File: src/rtl/sc_lane_scroll_pkg.sv
// Shared types and tables for the lane scroll controller: FSM encoding,
// per-level base timer limits and the lane shift-select codes.
package sc_lane_scroll_pkg;

    localparam int unsigned BASE_W  = 25;
    localparam int unsigned LVL_W   = 3;
    localparam int unsigned SHIFT_W = 2;
    localparam int unsigned STATE_W = 2;

    localparam logic [LVL_W-1:0] LVL_MAX = LVL_W'(5);

    typedef enum logic [STATE_W-1:0] {
        ST_RESET = 2'd0,
        ST_CHECK = 2'd1,
        ST_RUN   = 2'd2,
        ST_PAUSE = 2'd3
    } state_e;

    localparam logic [SHIFT_W-1:0] SHIFT_HOLD  = 2'b11;
    localparam logic [SHIFT_W-1:0] SHIFT_LEFT  = 2'b10;
    localparam logic [SHIFT_W-1:0] SHIFT_RIGHT = 2'b01;

    // Unshifted timer limit for a latched level; level 0 never runs the timers.
    function automatic logic [BASE_W-1:0] base_limit(input logic [LVL_W-1:0] lvl);
        logic [BASE_W-1:0] lim;
        lim = '0;
        case (lvl)
            3'd1:    lim = 25'h1FFFFFF;
            3'd2:    lim = 25'h1E00000;
            3'd3:    lim = 25'h1800000;
            3'd4:    lim = 25'h1000000;
            3'd5:    lim = 25'h0FFFFFF;
            default: lim = '0;
        endcase
        return lim;
    endfunction

    function automatic logic [LVL_W-1:0] sat_level(input logic [LVL_W-1:0] lvl);
        return (lvl > LVL_MAX) ? LVL_MAX : lvl;
    endfunction

endpackage

File: src/rtl/sc_lane_scroll_timer.sv
// One scroll lane: free-running limit counter with a registered shift pulse
// and direction code produced the cycle after the counter hits its limit.
module sc_lane_scroll_timer
    import sc_lane_scroll_pkg::*;
#(
    parameter int unsigned CNT_W = 25
) (
    input  logic               clk,
    input  logic               rst_n,
    input  logic               cnt_en,
    input  logic               cnt_clr,
    input  logic               tick_en,
    input  logic               dir,
    input  logic [CNT_W-1:0]   limit,
    output logic               tick,
    output logic [SHIFT_W-1:0] shift
);

    logic [CNT_W-1:0]   cnt_q, cnt_d;
    logic               tick_q, tick_d;
    logic [SHIFT_W-1:0] shift_q, shift_d;
    logic               match_c;

    always_comb begin
        match_c = cnt_en && (cnt_q == limit);
        cnt_d   = cnt_q;
        if (cnt_clr) begin
            cnt_d = '0;
        end else if (cnt_en) begin
            cnt_d = match_c ? '0 : cnt_q + CNT_W'(1);
        end
        // A match is only turned into a shift when the lane keeps running.
        tick_d  = match_c && tick_en;
        shift_d = SHIFT_HOLD;
        if (tick_d) begin
            shift_d = dir ? SHIFT_LEFT : SHIFT_RIGHT;
        end
    end

    always_ff @(posedge clk or negedge rst_n) begin
        if (!rst_n) begin
            cnt_q   <= '0;
            tick_q  <= 1'b0;
            shift_q <= SHIFT_HOLD;
        end else begin
            cnt_q   <= cnt_d;
            tick_q  <= tick_d;
            shift_q <= shift_d;
        end
    end

    assign tick  = tick_q;
    assign shift = shift_q;

endmodule

File: src/rtl/sc_lane_scroll_ctrl.sv
// Multi-lane scroll controller: level/pause FSM driving LANES lane timers.
// Define SC_LANE_SCROLL_CTRL_STAGGER_EN to stagger lane limits by B>>3 per lane.
module sc_lane_scroll_ctrl
    import sc_lane_scroll_pkg::*;
#(
    parameter int unsigned LANES       = 4,
    parameter int unsigned CNT_W       = 25,
    parameter int unsigned LIMIT_SHIFT = 0
) (
    input  logic                 SC_LANE_SCROLL_CTRL_CLOCK_50,
    input  logic                 SC_LANE_SCROLL_CTRL_RESET_InLow,
    input  logic [LVL_W-1:0]     SC_LANE_SCROLL_CTRL_level_InBus,
    input  logic                 SC_LANE_SCROLL_CTRL_pause_InLow,
    input  logic [LANES-1:0]     SC_LANE_SCROLL_CTRL_dir_InBus,
    output logic                 SC_LANE_SCROLL_CTRL_clear_OutLow,
    output logic [2*LANES-1:0]   SC_LANE_SCROLL_CTRL_shiftselection_OutBus,
    output logic [LANES-1:0]     SC_LANE_SCROLL_CTRL_tick_OutBus,
    output logic [STATE_W-1:0]   SC_LANE_SCROLL_CTRL_state_OutBus
);

    logic clk;
    logic rst_n;
    assign clk   = SC_LANE_SCROLL_CTRL_CLOCK_50;
    assign rst_n = SC_LANE_SCROLL_CTRL_RESET_InLow;

    state_e           state_q, state_d;
    logic [LVL_W-1:0] lvl_q, lvl_d;
    logic             clear_q, clear_d;
    logic [LVL_W-1:0] lvl_sat_c;
    logic             run_c;
    logic             clr_c;
    logic             fire_c;
    logic [CNT_W-1:0] base_c;

    assign lvl_sat_c = sat_level(SC_LANE_SCROLL_CTRL_level_InBus);

    always_comb begin
        state_d = state_q;
        lvl_d   = lvl_q;
        case (state_q)
            ST_RESET: begin
                if (SC_LANE_SCROLL_CTRL_level_InBus != '0) begin
                    state_d = ST_CHECK;
                end
            end
            ST_CHECK: begin
                lvl_d   = lvl_sat_c;
                state_d = (SC_LANE_SCROLL_CTRL_level_InBus == '0) ? ST_RESET : ST_RUN;
            end
            ST_RUN, ST_PAUSE: begin
                // Saturated comparison keeps 6/7 from retriggering CHECK against a latched 5.
                if (SC_LANE_SCROLL_CTRL_level_InBus == '0) begin
                    state_d = ST_RESET;
                end else if (lvl_sat_c != lvl_q) begin
                    state_d = ST_CHECK;
                end else begin
                    state_d = SC_LANE_SCROLL_CTRL_pause_InLow ? ST_RUN : ST_PAUSE;
                end
            end
            default: state_d = ST_RESET;
        endcase
        clear_d = (state_d != ST_RESET);
        run_c   = (state_q == ST_RUN);
        clr_c   = (state_q == ST_CHECK) || (state_q == ST_RESET);
        fire_c  = run_c && (state_d == ST_RUN);
    end

    always_ff @(posedge clk or negedge rst_n) begin
        if (!rst_n) begin
            state_q <= ST_RESET;
            lvl_q   <= '0;
            clear_q <= 1'b0;
        end else begin
            state_q <= state_d;
            lvl_q   <= lvl_d;
            clear_q <= clear_d;
        end
    end

    assign base_c = CNT_W'(base_limit(lvl_q)) >> LIMIT_SHIFT;

    for (genvar i = 0; i < LANES; i++) begin : g_lane
        logic [CNT_W-1:0] limit_c;
`ifdef SC_LANE_SCROLL_CTRL_STAGGER_EN
        assign limit_c = base_c - CNT_W'(i) * (base_c >> 3);
`else
        assign limit_c = base_c;
`endif
        sc_lane_scroll_timer #(
            .CNT_W (CNT_W)
        ) u_timer (
            .clk     (clk),
            .rst_n   (rst_n),
            .cnt_en  (run_c),
            .cnt_clr (clr_c),
            .tick_en (fire_c),
            .dir     (SC_LANE_SCROLL_CTRL_dir_InBus[i]),
            .limit   (limit_c),
            .tick    (SC_LANE_SCROLL_CTRL_tick_OutBus[i]),
            .shift   (SC_LANE_SCROLL_CTRL_shiftselection_OutBus[2*i +: 2])
        );
    end

    assign SC_LANE_SCROLL_CTRL_clear_OutLow = clear_q;
    assign SC_LANE_SCROLL_CTRL_state_OutBus = state_q;

endmodule
File: config.mk
export PLATFORM = sky130hd
export DESIGN_NAME = sc_lane_scroll_ctrl
export DESIGN_NICKNAME = d
export VERILOG_FILES = /design/src/rtl/sc_lane_scroll_pkg.sv /design/src/rtl/sc_lane_scroll_timer.sv /design/src/rtl/sc_lane_scroll_ctrl.sv
export SDC_FILE = /design/constraint.sdc
export NUM_CORES = 1
export LEC_CHECK = 0
export BUFFER_PORTS_ARGS = -buffer_cell sky130_fd_sc_hd__buf_2
export CORE_AREA = 2 2 141 143
export DETAILED_ROUTE_END_ITERATION = 8
export DIE_AREA = 0 0 143 145
export PLACE_DENSITY_LB_ADDON = 0.08
export SLEW_MARGIN = 0
export SYNTH_ARGS = -nofsm -noshare
export SYNTH_HDL_FRONTEND = slang
export SYNTH_HIERARCHICAL = 1
export SYNTH_SLANG_ARGS = --single-unit
File: constraint.sdc
create_clock -name SC_LANE_SCROLL_CTRL_CLOCK_50 -period 13.5 [get_ports SC_LANE_SCROLL_CTRL_CLOCK_50]
set_clock_uncertainty 0.05 [all_clocks]
set_input_delay 0 -clock SC_LANE_SCROLL_CTRL_CLOCK_50 [delete_from_list [all_inputs] [get_ports SC_LANE_SCROLL_CTRL_CLOCK_50]]
set_output_delay 0 -clock SC_LANE_SCROLL_CTRL_CLOCK_50 [all_outputs]
set_load 0.02 [all_outputs]
==> results of run 1 <==
## synthesized netlist by cell type, types with 2 or more instances
library cell / count / share of area [%]
o22a_1: 4 / 0.47
o21ai_0: 10 / 0.67
a211oi_1: 2 / 0.20
xnor2_1: 50 / 5.8
and2_1: 4 / 0.33
buf_6: 8 / 1.2
nor4_1: 17 / 1.4
a221o_1: 8 / 1.1
inv_1: 39 / 1.9
nor3_1: 9 / 0.60
a21o_1: 12 / 1.2
nor2b_1: 15 / 1.2
or4_4: 4 / 0.60
mux2i_1: 4 / 0.53
buf_2: 20 / 1.3
nand3_1: 64 / 4.3
dfstp_2: 8 / 2.8
o21ai_1: 36 / 2.4
a21oi_1: 54 / 3.6
dfrtp_1: 110 / 37
o21ai_4: 4 / 0.87
and3_1: 24 / 2.0
or2_0: 4 / 0.33
clkbuf_1: 12 / 0.60
nand2_1: 88 / 4.4
nand2b_1: 10 / 0.83
o22ai_1: 8 / 0.67
or3_1: 32 / 2.7
a211o_1: 4 / 0.47
ha_1: 4 / 0.67
nor4_2: 4 / 0.67
a22o_1: 12 / 1.4
xnor2_2: 4 / 0.87
nand4_1: 36 / 3.0
xor2_1: 52 / 6.1
nor2_1: 30 / 1.5
and4_1: 4 / 0.47
o311ai_1: 20 / 2.3
o21a_4: 4 / 0.80
## final timing paths
| check | start | end | slack, ps | depth (start not counted) |
|---|---|---|---|---|
| worst max register to register | lvl_q[1] | g_lane[2].u_timer/cnt_q[22] | 10080 | 9 |
| max in group asynchronous | SC_LANE_SCROLL_CTRL_RESET_InLow | g_lane[3].u_timer/cnt_q[15] | 11920 | 3 |
| worst min-delay path | SC_LANE_SCROLL_CTRL_RESET_InLow | g_lane[2].u_timer/cnt_q[8] | 80 | 2 |
| min in group SC_LANE_SCROLL_CTRL_CLOCK_50 | SC_LANE_SCROLL_CTRL_dir_InBus[1] | g_lane[1].u_timer/shift[0] | 200 | 3 |
| worst min register to register | g_lane[0].u_timer/cnt_q[16] | g_lane[0].u_timer/cnt_q[16] | 510 | 1 |
| worst max-delay path | lvl_q[1] | g_lane[2].u_timer/cnt_q[22] | 10080 | 9 |
## repair_timing
action / 4_1_cts / 5_1_grt
hold buffers: 10 / 0
endpoints found under the setup margin: 0 / 0
hold endpoints to repair: 60 / 0
## logic make-up (layout without fill, tap and decap cells)
family | after synthesis | after routing | share of synthesized area (%)
AND/OR/NAND/NOR | 349 | 349 | 24.76
AO/OA/AOI/OAI | 180 | 180 | 16.38
flip-flops | 118 | 118 | 39.46
XOR/XNOR | 106 | 106 | 12.76
buffers and inverters | 79 | 112 | 5.083
multiplexers | 6 | 6 | 0.8831
adder cells (fa/ha/maj) | 4 | 4 | 0.6666
## critical path: stages, from the launching register on
cell     delay, ps
dfrtp_1        460
nor2b_4        150
buf_4          550
or2_2          440
xnor2_1        180
nand4_1        120
or4_4          530
o21ai_4        460
nor3_1         110
a211o_1        240
## state kept, by name (all words and copies together) (netlist names)
signal / cells
SC_LANE_SCROLL_CTRL_clear_OutLow: 1
SC_LANE_SCROLL_CTRL_state_OutBus: 2
lvl_q: 3
g_lane.u_timer/tick: 4
g_lane.u_timer/cnt_q: 100
g_lane.u_timer/shift: 8
## power by group
part	total [mW]	leakage (nW)	switching (mW)	internal, mW
Combinational	0.438	1.49	0.267	0.170
Clock	0.413	0.267	0.156	0.257
Sequential	0.379	1.61	0.0151	0.363
## routing by layer
layer / routed length [um] / part of all wire, %
met3: 667 / 3.6
met1: 9110 / 50
met2: 8223 / 45
met4: 295 / 1.6
met5: 0 / 0
## per-stage QoR
step | area, um2 | setup slack, ps
5_1_grt | 8428 | 9824
6_report | 8428 | 10080
3_5_place_dp | 7795 | 10070
4_1_cts | 8428 | 10050
2_1_floorplan | 7508 | 5440
3_3_place_gp | 7795 | 10210
## layout make-up
type	instances	share of cell area (%)
multi-input cells	645	49.50
inverters	39	1.737
flip-flops and latches	118	35.15
clock inverters	4	0.2375
clock buffers	27	6.087
repair buffers	42	3.355
well taps	265	3.934
==> flow_metrics.py, run 1 <==
metrics = {
    "clocking": {
        "cts_made_buffers": 17,
        "cts_setup_buffers": 0,
        "cts_resized": 0,
        "cts-root-buf": "clkbuf_16",
        "clkSinkCount": 118,
        "insertion_delay_ps": 410,
        "htreeDepth": 4,
        "cts_tree": "yes",
        "clock_path_buffers": 2,
        "clk_pin_slew_ps": 60,
    },
    "synthesis": {
        "yosys_most_used_dff": "dfrtp_1",
        "synth_enable_flop_cells": 0,
        "syn_area_um2": 7508,
        "syn_area_per_cell_um2": 8.917,
        "syn_inst": 842,
        "ys_warn_count": 6,
        "ys_types": 47,
        "syn_nets": 856,
        "synth-seq-cells": 118,
        "async_reset_ff_share_pct": 100.0,
        "yosysSeqAreaShare_pct": 39.46,
    },
    "drt": {
        "firstDrtPassIters": 5,
        "vias_per_cell": 5.451,
        "drtAntennaViolNets": 0,
        "first_iter_violations": 388,
        "wire_per_inst_um": 16.05,
        "routed-via-count": 6214,
        "finalWirelength_um": 18300,
        "drc_errors": 0,
    },
    "cells_and_area": {
        "final_common_cell": "dfrtp_1",
        "antenna_cells": 0,
        "seq_area_um2": 2963,
        "multiInputGateArea_um2": 4172,
        "fin_util_pct": 43.88,
        "drive_gt1_share_pct": 10.63,
        "fillers": 1861,
        "instances_no_fill": 1140,
        "final_net_count": 877,
        "layout_common_cells": "dfrtp_1, nand2_1, nand3_1",
        "area_delta_synth_final_pct": 12.25,
    },
    "pwr": {
        "power_density_nw_per_um2": 145.8,
        "finalPower_mw": 1.229,
        "ir_drop_v": 0.00009175,
        "power.leakage_nw": 3.361,
    },
    "critical_path": {
        "start_kind": "flop",
        "cp.arrival_ps": 3660,
        "path_class": "reg -> reg",
        "cp.required_ps": 13740,
        "crit_fanout": 43,
        "worstSetupEndpointType": "flop",
    },
    "floorplanning": {
        "die_x_um": 143,
        "fp-row-count": 51,
        "die_y_um": 145,
        "dieArea_um2": 20740,
        "start_util_pct": 39.09,
        "core_um2": 19210,
        "pin_count": 25,
    },
    "global_route": {
        "met1_usage_pct": 26.06,
        "grt_pass1_vias": 5880,
        "grt_max_degree": 73,
        "met2_usage_pct": 27.18,
        "grt_busiest_layer": "met2",
        "grt_first_pass_wirelength_um": 30300,
        "grtUsageTotal_pct": 18.18,
        "grtUsageMet3_pct": 4.158,
        "antenna_found_initial": 0,
        "overflow": 0,
    },
    "sta": {
        "relSlewSlack_pct": 10.71,
        "rsz0062_at_grt": "no",
        "drv_slew": 0,
        "setup_viol": 0,
        "max_slew.worst_pin.slew_ps": 1327,
        "max_freq_mhz": 292.7,
        "period_share_pct": 25.31,
        "min_period_ps": 3416,
        "whs_ps": 84.17,
        "hold_viol": 0,
        "tns_ps": 0,
    },
    "place": {
        "place_inst": 1099,
        "dp_hpwl_um": 11840,
        "place_congestion": 0.8270,
        "io_buffers": 24,
    },
    "min_path": {
        "hold_path_class": "in -> async",
    },
    "status": {
        "outcome": "finished, final reports clean",
    },
    "run": {
        "drv_cap": 0,
    },
}
Note: power is estimated with default switching activity, not from simulation.
==> run 2: changes to the inputs <==
==> constraint.sdc (replaced) <==
create_clock -name SC_LANE_SCROLL_CTRL_CLOCK_50 -period 3 [get_ports SC_LANE_SCROLL_CTRL_CLOCK_50]
set_clock_uncertainty 0.05 [all_clocks]
set_input_delay 0 -clock SC_LANE_SCROLL_CTRL_CLOCK_50 [delete_from_list [all_inputs] [get_ports SC_LANE_SCROLL_CTRL_CLOCK_50]]
set_output_delay 0 -clock SC_LANE_SCROLL_CTRL_CLOCK_50 [all_outputs]
set_load 0.02 [all_outputs]
==> run 2 against run 1 <==
Effect of this change: routed wire length grew 6.1%; final area rose by 3.6%; non-clock buffer count up 17; maximum frequency rose by 19%; core utilization rose by 1.6 points; largest power group unchanged; critical path type unchanged; via count grew 3.6%; largest cell class unchanged.
==> flow_metrics.py, run 2 (same netlist as run 1, synthesis figures left out) <==
metrics = {
    "status": {
        "outcome": "finished, final reports clean",
    },
    "drt": {
        "firstDrtPassIters": 4,
        "drtAntennaViolNets": 0,
        "first_iter_violations": 528,
        "routed-via-count": 6438,
        "drc_errors": 0,
        "wire_per_inst_um": 16.77,
        "finalWirelength_um": 19420,
        "vias_per_cell": 5.560,
    },
    "cells_and_area": {
        "fin_util_pct": 45.48,
        "multiInputGateArea_um2": 4188,
        "final_net_count": 894,
        "antenna_cells": 0,
        "seq_area_um2": 2964,
        "final_common_cell": "dfrtp_1",
        "largest_reg_flops": 100,
        "top_register": "g_lane.u_timer/cnt_q",
        "final_area_um2": 8735,
        "layout_common_cells": "dfrtp_1, nand2_1, nand3_1",
        "drive_gt1_share_pct": 12.99,
        "area_delta_synth_final_pct": 16.33,
        "fillers": 1839,
    },
    "floorplanning": {
        "start_util_pct": 39.09,
        "die_y_um": 145,
        "core_um2": 19210,
        "die_x_um": 143,
        "fp-row-count": 51,
        "dieArea_um2": 20740,
        "pin_count": 25,
    },
    "critical_path": {
        "max_stage_delay_ps": 610,
        "critPathSlowestCell": "or4_4",
        "crit_chain": "nor2b_4 -> buf_12 -> buf_12 -> xnor2_1 -> nand4_1 -> or4_4 -> o21a_4 -> and3_1 -> a221o_1",
        "timing.rr.end": "g_lane[2].u_timer/cnt_q[19]",
        "cp.arrival_ps": 3130,
        "rrSetupSlack_ps": 120,
        "cp.required_ps": 3250,
        "path_class": "reg -> reg",
        "worstSetupEndpointType": "flop",
        "r2r_cells": 9,
        "worst_r2r_startpoint": "lvl_q[0]",
        "crit_fanout": 26,
        "cpMostUsedCell": "buf_12",
        "start_kind": "flop",
    },
    "sta": {
        "max_freq_mhz": 347.3,
        "setup_slack_ps": 121.0,
        "min_period_ps": 2879,
        "relSlewSlack_pct": 42.17,
        "drv_slew": 0,
        "whs_ps": 114.9,
        "rsz0062_at_grt": "no",
        "hold_viol": 0,
        "period_share_pct": 95.97,
        "max_slew.worst_pin.slew_ps": 866.5,
        "setup_viol": 0,
    },
    "place": {
        "dp_hpwl_um": 12490,
        "dpl_cell_area_um2": 7911,
        "io_buffers": 24,
        "pre_cts_slack_ps": 80.19,
        "place_congestion": 0.8024,
    },
    "pwr": {
        "clkPwrFrac_pct": 35.1,
        "pwr-share-comb_pct": 36.9,
        "p_seq_share_pct": 28.0,
        "ir_drop_v": 0.0003986,
        "p_int_mw": 3.962,
        "power_density_nw_per_um2": 694.5,
        "power.leakage_nw": 3.505,
        "p_sw_share_pct": 34.69,
        "p_sw_mw": 2.104,
        "finalPower_mw": 6.066,
    },
    "global_route": {
        "grt_max_degree": 53,
        "antenna_found_initial": 0,
        "grt_pass1_vias": 6294,
        "grt_first_pass_wirelength_um": 31780,
        "overflow": 0,
        "grtUsageTotal_pct": 19.09,
    },
    "clocking": {
        "clk_pin_slew_ps": 50,
        "clock_path_buffers": 2,
        "cts_made_buffers": 17,
        "cts-root-buf": "clkbuf_16",
        "insertion_delay_ps": 420,
        "htreeDepth": 4,
        "cts_tree": "yes",
        "clkSinkCount": 118,
    },
    "run": {
        "drv_cap": 0,
    },
    "min_path": {
        "hold_path_class": "in -> async",
    },
}
-- run 2: cell count changes in the layout (fill, tap and decap cells not counted), sizes merged --
cell	before	now
buf	32	47
clkinv	4	3
bufinv	0	3
clkinvlp	0	2
clkbuf	27	25
dlygate4sd3	10	11
-- run 2: how the worst max path moves through the flow --
stage                     startpoint                     endpoint  slack [ps]  cells past startpoint
after floorplan             lvl_q[0]  g_lane[0].u_timer/cnt_q[22]       -1190                      8
after global placement      lvl_q[1]  g_lane[1].u_timer/cnt_q[22]         130                      8
after detailed placement    lvl_q[0]  g_lane[2].u_timer/cnt_q[19]          80                      8
after CTS                   lvl_q[1]  g_lane[0].u_timer/cnt_q[19]          70                      8
after global routing        lvl_q[0]  g_lane[1].u_timer/cnt_q[22]           6                      8
final                       lvl_q[0]  g_lane[2].u_timer/cnt_q[19]         120                      9
-- run 2: power groups by stage --
stage          sequential, mW  clock (mW)  combinational [mW]
2_1_floorplan            1.73           0                1.52
3_3_place_gp             1.72           0                2.07
3_5_place_dp             1.72           0                2.08
4_1_cts                  1.69        2.18                2.12
5_1_grt                  1.71        2.24                2.44
6_report                 1.70        2.13                2.24
-- run 2: layout make-up --
type / instances / area share (%)
multi-input cells: 645 / 47.94
clock inverters: 8 / 1.375
clock buffers: 24 / 5.630
inverters: 39 / 1.676
well taps: 265 / 3.796
flip-flops and latches: 118 / 33.93
repair buffers: 59 / 5.644
-- run 2: per-stage QoR --
step                      TNS (ps)  instances
after global placement           0       1109
after CTS                        0       1152
after global routing             0       1158
after floorplan            -122090        842
after detailed placement         0       1109
final                            0       1158
-- run 2: metal layers --
metal  up-vias  share of wire, %  track usage (%)
li1       3105                 -                -
met2       132                46            29.26
met3        25               3.3            3.630
met5         -                 0                0
met1      3176                49            26.64
met4         0               1.7            7.178
-- run 2: worst max-delay path: cells and delay by family, from the launching register on --
| kind | cells | cell delay, ps |
|---|---|---|
| xor gates and xnor gates | 1 | 150 |
| AOI/OAI and AO/OA | 2 | 590 |
| buffers and inverters | 2 | 320 |
| and+or+nand+nor | 4 | 1220 |
| DFF | 1 | 420 |
-- run 2: timing repair --
action	CTS	global route
endpoints found under the setup margin	0	43
endpoints found under the hold margin	63	0
resized for setup	0	3
buffers inserted	0	5
hold buffers	11	0
==> run 3: changes to the inputs <==
--- a/config.mk
+++ b/config.mk
@@ -10,6 +10,7 @@
 export DETAILED_ROUTE_END_ITERATION = 8
 export DIE_AREA = 0 0 143 145
 export PLACE_DENSITY_LB_ADDON = 0.08
+export RECOVER_POWER = 50
 export SLEW_MARGIN = 0
 export SYNTH_ARGS = -nofsm -noshare
 export SYNTH_HDL_FRONTEND = slang
==> run 3 against run 2 <==
Effect of this change: clock-buffer cell count did not move; highest routed layer unchanged; routed wire length about the same; power barely moved; worst setup slack barely moved; first-iteration DRC count decreased by 1.9%; clock power barely moved.
==> flow_metrics.py, run 3 (same netlist as run 1, synthesis figures left out) <==
metrics = {
    "pwr": {
        "ir_drop_v": 0.0003990,
        "p_int_mw": 3.957,
        "p_sw_share_pct": 34.72,
        "pwr-share-comb_pct": 36.9,
        "power_density_nw_per_um2": 696.4,
        "power.leakage_nw": 3.465,
        "p_seq_share_pct": 28.0,
        "clkPwrFrac_pct": 35.1,
        "p_sw_mw": 2.105,
    },
    "sta": {
        "relSlewSlack_pct": 8.678,
        "min_period_ps": 2879,
        "tns_ps": 0,
        "max_slew.worst_pin.slew_ps": 1370,
        "max_freq_mhz": 347.4,
        "period_share_pct": 95.96,
        "rsz0062_at_grt": "no",
        "setup_viol": 0,
        "hold_viol": 0,
        "whs_ps": 195.0,
        "drv_slew": 0,
        "setup_slack_ps": 121.1,
    },
    "clocking": {
        "cts_made_buffers": 17,
        "clkSinkCount": 118,
        "insertion_delay_ps": 420,
        "clock_path_buffers": 2,
        "clk_pin_slew_ps": 60,
        "cts-root-buf": "clkbuf_16",
        "htreeDepth": 4,
        "cts_tree": "yes",
    },
    "critical_path": {
        "worstSetupEndpointType": "flop",
        "crit_start": "lvl_q[0]",
        "worst_r2r_startpoint": "lvl_q[0]",
        "path_class": "reg -> reg",
        "cp.required_ps": 3250,
        "start_kind": "flop",
        "crit_fanout": 26,
        "cp.arrival_ps": 3130,
    },
    "cells_and_area": {
        "layout_common_cells": "dfrtp_1, nand2_1, nand3_1",
        "largest_reg_flops": 100,
        "final_net_count": 894,
        "area_delta_synth_final_pct": 15.93,
        "drive_gt1_share_pct": 11.20,
        "final_area_um2": 8705,
        "instances_no_fill": 1158,
        "top_register": "g_lane.u_timer/cnt_q",
        "final_common_cell": "dfrtp_1",
        "antenna_cells": 0,
    },
    "place": {
        "pre_cts_slack_ps": 80.19,
        "io_buffers": 24,
        "place_inst": 1109,
        "place_congestion": 0.8024,
        "dpl_cell_area_um2": 7911,
        "dp_hpwl_um": 12490,
    },
    "global_route": {
        "grt_pass1_vias": 6294,
        "antenna_found_initial": 0,
        "grt_first_pass_wirelength_um": 31780,
        "grt_max_degree": 53,
        "overflow": 0,
        "grtUsageTotal_pct": 19.09,
    },
    "drt": {
        "drc_errors": 0,
        "drtAntennaViolNets": 0,
        "finalWirelength_um": 19420,
        "routed-via-count": 6424,
        "firstDrtPassIters": 4,
        "wire_per_inst_um": 16.77,
        "vias_per_cell": 5.547,
        "first_iter_violations": 518,
    },
    "floorplanning": {
        "fp-row-count": 51,
        "core_um2": 19210,
        "start_util_pct": 39.09,
        "die_y_um": 145,
        "pin_count": 25,
        "dieArea_um2": 20740,
        "die_x_um": 143,
    },
    "run": {
        "drv_cap": 0,
    },
    "min_path": {
        "worstHoldStart": "SC_LANE_SCROLL_CTRL_dir_InBus[3]",
        "hold_path_class": "in -> reg",
    },
    "status": {
        "outcome": "finished, final reports clean",
    },
}
[run 3: cell types whose count changed in the layout (fill, tap and decap cells not counted), sizes merged]
cell,previous run,this run
buf,47,28
clkbuf,25,44
[run 3: area by class of cell]
type | count | area (um2)
fill | 1839 | 10500
multi-input combinational | 645 | 4188
tap | 265 | 331.6
sequential | 118 | 2964
clock buffer | 24 | 491.7
inverter | 39 | 146.4
clock inverter | 8 | 120.1
timing repair buffer | 59 | 462.9
[run 3: worst max-delay path, stage by stage (launching register included)]
cell and delay (ps):
dfrtp_1 420, nor2b_4 240, buf_12 130, buf_12 190, xnor2_1 150, nand4_1 170
or4_4 610, o21a_4 330, and3_1 200, a221o_1 260
[run 3: path summary, 6_finish.rpt]
check                           cells after the start                          end  slack [ps]
worst min register to register                      2  g_lane[1].u_timer/cnt_q[24]         500
max in group asynchronous                           3  g_lane[1].u_timer/cnt_q[23]         900
worst max-delay path                                9  g_lane[2].u_timer/cnt_q[19]         120
worst min-delay path                                3   g_lane[3].u_timer/shift[0]         200
worst max register to register                      9  g_lane[2].u_timer/cnt_q[19]         120
min in group asynchronous                           2   g_lane[0].u_timer/cnt_q[5]         370
[run 3: per-layer routing]
metal	global-route usage [%]	wire length (um)	part of all wire, %	up-vias
met5	0	0	0	-
met4	7.178	333	1.7	0
met3	3.630	631	3.3	25
met2	29.26	8890	46	130
met1	26.64	9561	49	3165
li1	-	-	-	3104
[run 3: through the flow]
step / power, mW / util (%)
after floorplan: 3.244 / -
after global placement: 3.790 / 41.19
after detailed placement: 3.804 / 41.19
after CTS: 5.993 / 44.95
after global routing: 6.388 / 45.32
final: 6.062 / 45.32
[run 3: power by group through the flow]
stage / registers, mW / clock network [mW] / logic, mW
4_1_cts: 1.69 / 2.18 / 2.12
6_report: 1.70 / 2.13 / 2.24
3_3_place_gp: 1.72 / 0 / 2.07
5_1_grt: 1.71 / 2.24 / 2.44
2_1_floorplan: 1.73 / 0 / 1.52
3_5_place_dp: 1.72 / 0 / 2.08
[run 3: what timing repair did]
action                     in CTS  in global routing
resized for setup               0                  3
setup endpoints to repair       0                 43
hold buffers                   11                  0
buffers inserted                0                  5
hold endpoints to repair       63                  0
